## config.mk

```make
export PLATFORM = sky130hd
export DESIGN_NAME = mem_ctrl
export DESIGN_NICKNAME = d
export VERILOG_FILES = /design/src/rtl/mem_ctrl.sv
export SDC_FILE = /design/constraint.sdc
export NUM_CORES = 1
export LEC_CHECK = 0
export CORE_UTILIZATION = 42
export DETAILED_ROUTE_END_ITERATION = 8
export GPL_TIMING_DRIVEN = 0
export PLACE_DENSITY = 0.81
export RECOVER_POWER = 25
export SLEW_MARGIN = 40
export SYNTH_ARGS = -nofsm -noshare
export SYNTH_HDL_FRONTEND = slang
export SYNTH_SLANG_ARGS = --single-unit
```

## constraint.sdc

```tcl
create_clock -name clk -period 1.8 [get_ports clk]
set_input_delay 0.36 -clock clk [delete_from_list [all_inputs] [get_ports clk]]
set_output_delay 0.36 -clock clk [all_outputs]
set_load 0.01 [all_outputs]
```

## src/rtl/mem_ctrl.sv

```systemverilog
// Sequencing initiator for the 32 kB main-memory array: single-word writes and
// critical-word-first wrapping line reads with fixed setup/access/hold phases.
module mem_ctrl #(
    parameter int ADDR_W     = 15,
    parameter int LINE_WORDS = 4,
    parameter int WAIT_CYC   = 3
) (
    input  logic              clk,
    input  logic              rst_n,
    input  logic              req_valid,
    output logic              req_ready,
    input  logic              req_wr,
    input  logic [ADDR_W-1:0] req_addr,
    input  logic [3:0]        req_strb,
    input  logic [31:0]       req_wdata,
    output logic              rsp_valid,
    output logic [31:0]       rsp_data,
    output logic              rsp_last,
    output logic              wr_done,
    output logic              mem_ce,
    output logic              mem_oe,
    output logic              mem_wr,
    output logic              mem_rd,
    output logic [3:0]        mem_strb,
    output logic [ADDR_W-1:0] mem_addr,
    output logic [31:0]       mem_data_i,
    input  logic [31:0]       mem_data_o
);

    typedef enum logic [2:0] {
        IDLE,
        RD_SETUP,
        RD_ACCESS,
        WR_SETUP,
        WR_ACCESS,
        WR_HOLD
    } state_t;

    localparam int CNT_W = (WAIT_CYC > 1) ? $clog2(WAIT_CYC) : 1;
    localparam logic [CNT_W-1:0]  LAST_WAIT = CNT_W'(WAIT_CYC - 1);
    localparam logic [3:0]        LAST_BEAT = 4'(LINE_WORDS - 1);
    // Byte-address bits that step within a line; everything else stays fixed.
    localparam logic [ADDR_W-1:0] WRAP_MASK = ADDR_W'(LINE_WORDS * 4 - 4);
    localparam logic [ADDR_W-1:0] WORD_MASK = ~ADDR_W'(3);

    state_t            state_q, state_d;
    logic              init_q;
    logic [CNT_W-1:0]  wait_q, wait_d;
    logic [3:0]        beat_q, beat_d;

    logic              mem_ce_q, mem_ce_d;
    logic              mem_oe_q, mem_oe_d;
    logic              mem_wr_q, mem_wr_d;
    logic              mem_rd_q, mem_rd_d;
    logic [3:0]        mem_strb_q, mem_strb_d;
    logic [ADDR_W-1:0] mem_addr_q, mem_addr_d;
    logic [31:0]       mem_data_q, mem_data_d;
    logic              rsp_valid_q, rsp_valid_d;
    logic [31:0]       rsp_data_q, rsp_data_d;
    logic              rsp_last_q, rsp_last_d;
    logic              wr_done_q, wr_done_d;
    logic [ADDR_W-1:0] next_addr;

    // init_q keeps req_ready low for the first cycle after reset.
    assign req_ready = (state_q == IDLE) && init_q;
    assign next_addr = (mem_addr_q & ~WRAP_MASK) | ((mem_addr_q + ADDR_W'(4)) & WRAP_MASK);

    always_ff @(posedge clk) begin
        if (!rst_n) begin
            state_q     <= IDLE;
            init_q      <= 1'b0;
            wait_q      <= '0;
            beat_q      <= '0;
            mem_ce_q    <= 1'b1;
            mem_oe_q    <= 1'b0;
            mem_wr_q    <= 1'b1;
            mem_rd_q    <= 1'b1;
            mem_strb_q  <= '0;
            mem_addr_q  <= '0;
            mem_data_q  <= '0;
            rsp_valid_q <= 1'b0;
            rsp_data_q  <= '0;
            rsp_last_q  <= 1'b0;
            wr_done_q   <= 1'b0;
        end else begin
            state_q     <= state_d;
            init_q      <= 1'b1;
            wait_q      <= wait_d;
            beat_q      <= beat_d;
            mem_ce_q    <= mem_ce_d;
            mem_oe_q    <= mem_oe_d;
            mem_wr_q    <= mem_wr_d;
            mem_rd_q    <= mem_rd_d;
            mem_strb_q  <= mem_strb_d;
            mem_addr_q  <= mem_addr_d;
            mem_data_q  <= mem_data_d;
            rsp_valid_q <= rsp_valid_d;
            rsp_data_q  <= rsp_data_d;
            rsp_last_q  <= rsp_last_d;
            wr_done_q   <= wr_done_d;
        end
    end

    // Outputs are registered, so each branch programs the values for the
    // state being entered at this edge.
    always_comb begin
        state_d     = state_q;
        wait_d      = wait_q;
        beat_d      = beat_q;
        mem_ce_d    = mem_ce_q;
        mem_oe_d    = mem_oe_q;
        mem_wr_d    = mem_wr_q;
        mem_rd_d    = mem_rd_q;
        mem_strb_d  = mem_strb_q;
        mem_addr_d  = mem_addr_q;
        mem_data_d  = mem_data_q;
        rsp_valid_d = 1'b0;
        rsp_data_d  = rsp_data_q;
        rsp_last_d  = 1'b0;
        wr_done_d   = 1'b0;

        case (state_q)
            IDLE: begin
                if (req_valid && req_ready) begin
                    mem_ce_d   = 1'b0;
                    mem_wr_d   = 1'b1;
                    mem_rd_d   = 1'b1;
                    mem_addr_d = req_addr & WORD_MASK;
                    if (req_wr) begin
                        state_d    = WR_SETUP;
                        mem_oe_d   = 1'b1;
                        mem_strb_d = req_strb;
                        mem_data_d = req_wdata;
                    end else begin
                        state_d    = RD_SETUP;
                        mem_oe_d   = 1'b0;
                        mem_strb_d = '0;
                        beat_d     = '0;
                    end
                end
            end
            RD_SETUP: begin
                state_d  = RD_ACCESS;
                mem_rd_d = 1'b0;
                wait_d   = '0;
            end
            RD_ACCESS: begin
                if (wait_q == LAST_WAIT) begin
                    mem_rd_d    = 1'b1;
                    rsp_valid_d = 1'b1;
                    rsp_data_d  = mem_data_o;
                    if (beat_q == LAST_BEAT) begin
                        rsp_last_d = 1'b1;
                        state_d    = IDLE;
                        mem_ce_d   = 1'b1;
                    end else begin
                        state_d    = RD_SETUP;
                        beat_d     = beat_q + 4'd1;
                        mem_addr_d = next_addr;
                    end
                end else begin
                    wait_d = wait_q + CNT_W'(1);
                end
            end
            WR_SETUP: begin
                state_d  = WR_ACCESS;
                mem_wr_d = 1'b0;
                wait_d   = '0;
            end
            WR_ACCESS: begin
                if (wait_q == LAST_WAIT) begin
                    state_d   = WR_HOLD;
                    mem_wr_d  = 1'b1;
                    wr_done_d = 1'b1;
                end else begin
                    wait_d = wait_q + CNT_W'(1);
                end
            end
            WR_HOLD: begin
                state_d    = IDLE;
                mem_ce_d   = 1'b1;
                mem_oe_d   = 1'b0;
                mem_strb_d = '0;
            end
            default: begin
                state_d  = IDLE;
                mem_ce_d = 1'b1;
                mem_oe_d = 1'b0;
                mem_wr_d = 1'b1;
                mem_rd_d = 1'b1;
            end
        endcase
    end

    assign rsp_valid  = rsp_valid_q;
    assign rsp_data   = rsp_data_q;
    assign rsp_last   = rsp_last_q;
    assign wr_done    = wr_done_q;
    assign mem_ce     = mem_ce_q;
    assign mem_oe     = mem_oe_q;
    assign mem_wr     = mem_wr_q;
    assign mem_rd     = mem_rd_q;
    assign mem_strb   = mem_strb_q;
    assign mem_addr   = mem_addr_q;
    assign mem_data_i = mem_data_q;

endmodule

```

==> flow_metrics.env <==
export IMPL_period_needed_ns=1.74
export IMPL_final_hold_violation_count=0
export IMPL_worst_pin_slew_ns=0.662
export IMPL_synth_compound_area_frac=0.200
export IMPL_tritoncts="yes"
export IMPL_syn_area_um2=3970
export IMPL_insertion_delay_ns=0.36
export IMPL_status="finished, final reports clean"
export IMPL_cpMostUsedCell="buf_6"
export IMPL_hold_path_class="reg2reg"
export IMPL_initial_core_util=0.431
export IMPL_layout_setup_ws_ns=0.0552
export IMPL_dieArea_um2=9840
export IMPL_finalWeightedCongestion=0.828
export IMPL_drv_cap=0
export IMPL_io_pins=178
export IMPL_port_buffers=173
export IMPL_powerDensity_nw_per_um2=728
export IMPL_cts_root_buf="clkbuf_8"
export IMPL_path_cells="buf_6 > buf_6 > nor2_2 > and3_1 > buf_2"
export IMPL_critical_path_max_stage_delay_ns=0.35
export IMPL_crit_required_ns=1.44
export IMPL_yosys_mux_area_fraction=0.00505
export IMPL_cp_top_family="buffers and inverters"
export IMPL_setup_viol=0
export IMPL_antenna_found_initial=0
export IMPL_drive_above_1_share=0.0782
export IMPL_place_ws_ns=-0.417
export IMPL_grt_start_max_net_pins=17
export IMPL_critical_path_arrival_ns=1.38
export IMPL_yosysSeqAreaShare=0.494
export IMPL_synth_fa_ha_area_frac=0.00631
export IMPL_holdWs_ns=0.454
export IMPL_coreArea_um2=9200
export IMPL_slew_violations=0
export IMPL_clockBufferDepth=2
export IMPL_crit_buf_inv=3
export IMPL_diodes=0
export IMPL_period_share=0.969
export IMPL_clkTransAtPathRegs_ns=0.09
export IMPL_die_w_um=99.2
export IMPL_via_count=3881
export IMPL_first_iter_violations=96
export IMPL_worstSetupEndpointType="output pin"
export IMPL_drc=0
export IMPL_max_freq_ghz=0.573
export IMPL_clock_sinks=98
export IMPL_synth_top_cells_by_area="dfxtp_1, nand2_1, a21boi_1"
export IMPL_die_h_um=99.2
export IMPL_dp_hpwl_um=8370
export IMPL_r2r_cells=8
export IMPL_yosys_area_share_simple=0.242
export IMPL_ant_nets=0
export IMPL_fin_nets=750
export IMPL_crit_cells=5
export IMPL_grt_first_pass_wirelength_um=17800
export IMPL_synth_xor_area_frac=0
export IMPL_syn_inst=475
export IMPL_synth_top_family_by_area="simple AND/OR/NAND/NOR gates"
export IMPL_routed_via_density=5.00
export IMPL_drt_pass1_iterations=5
export IMPL_crit_path_start_kind="register"
export IMPL_ir_drop_v=0.000390
export IMPL_grt_pass1_vias=3846
export IMPL_n_fill_cell=783
export IMPL_h_tree_depth=3
export IMPL_p_leak_nw=2.27
export IMPL_cp_max_fo=10
export IMPL_wl_um=11100
export IMPL_placed_area_um2=5840
export IMPL_postSynthAreaPerCell_um2=8.35
export IMPL_post_drt_wl_per_cell_um=14.3
export IMPL_cts_buffers_inserted=9
export IMPL_cts_hold_buf=0
export IMPL_synth_seq_cells=98
export IMPL_finalSetupTns_ns=0
export IMPL_rows=35
export IMPL_synth_top_area_frac=0.494
export IMPL_max_slew_margin_rel=0.558
export IMPL_postLayoutCellArea_um2=6080
export IMPL_synth_top_cell_by_area="dfxtp_1"
export IMPL_skew_ns=0.00631
export IMPL_worstSetupPathType="reg2out"
export IMPL_ys_types=45
export IMPL_slowest_stage="dfxtp_2"
export IMPL_layout_area_overhead_vs_synth_pct=53.2
export IMPL_hold_depth=2
export IMPL_grt_overflow_total=0
export IMPL_yosysWarnings=0
export IMPL_grt_total_usage=0.227
power breakdown:
| part | internal (mW) | total, mW | switching [mW] |
|---|---|---|---|
| Combinational | 0.421 | 0.745 | 0.324 |
| Clock | 0.640 | 1.40 | 0.757 |
| Sequential | 2.24 | 2.28 | 0.0419 |
synth_stat cells (all sizes together):
cell type	n
nand2	168
dfxtp	98
a21boi	77
buf	20
clkbuf	15
nand3	13
nor2	13
a21oi	10
o21ai	9
and3	7
inv	5
nor2b	5
and2	3
nor3b	3
a31oi	2
ha	2
mux2i	2
o211ai	2
o21a	2
o221ai	2
o311a	2
or3b	2
a211o	1
and4bb	1
conb	1
nand2b	1
nand3b	1
nand4bb	1
nor3	1
nor4bb	1
o22a	1
o22ai	1
o2bb2ai	1
or2	1
or4	1
metrics by stage:
| step | util | cells | power, mW |
|---|---|---|---|
| final | 0.661 | 776 | 4.42 |
| after global routing | 0.661 | 776 | 4.62 |
| after CTS | 0.658 | 775 | 4.47 |
| after detailed placement | 0.635 | 760 | 3.06 |
| after global placement | 0.635 | 760 | 3.04 |
| after floorplan | - | 476 | 2.66 |
kinds of logic after synthesis:
logic type	after synthesis
compound gates	110
fa+ha+maj	2
buf+inv	40
flops	98
mux	2
other cells	1
simple gates	222
path summary, 6_finish.rpt:
kind	start	to	slack, ns
setup reg to reg	wait_q[0]$_SDFFE_PN0P_	beat_q[1]$_SDFFE_PN0P_	0.08
hold / removal	rsp_data[4]$_SDFFE_PN0P_	rsp_data[4]$_SDFFE_PN0P_	0.45
hold reg to reg	rsp_data[4]$_SDFFE_PN0P_	rsp_data[4]$_SDFFE_PN0P_	0.45
setup / recovery	state_q[1]$_SDFFE_PN0P_	req_ready	0.06
layer usage:
layer / GRT usage / routed length [um] / up-vias
met2: 0.405 / 5550 / 133
met4: 0.114 / 291 / 0
li1: - / - / 1939
met3: 0.0492 / 691 / 22
met1: 0.257 / 4570 / 1787
met5: 0 / 0 / -
sequential cells by signal, summed over array words and instances (netlist names), 2 cells and up:
signal	cells
mem_strb	4
wait_q	2
mem_addr	13
state_q	3
rsp_data	32
mem_data_i	32
beat_q	4
layout make-up:
cell class	count	area, um^2	area share
Sequential cell	98	1960	0.323
Multi-Input combinational cell	338	1820	0.300
Timing Repair Buffer	174	1730	0.285
Buffer	35	211	0.0348
Tap cell	111	139	0.0228
Clock buffer	9	124	0.0204
Clock inverter	6	67.6	0.0111
Inverter	5	18.8	0.00309
placed cells by master, fill, tap and decap left out, types with 3 or more instances in the layout:
cell and count:
and3_1 7, a21oi_1 10, nand2_1 168, o21ai_0 8
buf_6 3, buf_4 11, dfxtp_1 97, inv_1 5
a21boi_1 54, clkbuf_1 10, clkdlybuf4s50_1 146, nor2_1 11
nand3_1 13, a21boi_0 23, nor2b_1 4, dlygate4sd3_1 26
buf_2 9, clkbuf_8 9
timing repair:
action	CTS	global route
buffers inserted	0	1
endpoints found under the hold margin	0	0
pin swaps	0	0
endpoints found under the setup margin	33	34
gates resized for setup	15	15
worst register-to-register path: cells and delay by family, from the launching register on:
| family | cells | cell delay [ns] |
|---|---|---|
| DFF | 1 | 0.34 |
| and+or+nand+nor | 2 | 0.25 |
| AOI/OAI and AO/OA | 2 | 0.45 |
| adders and majority gates | 1 | 0.15 |
| buffers and inverters | 3 | 0.43 |
Note: power is estimated with default switching activity, not from simulation.
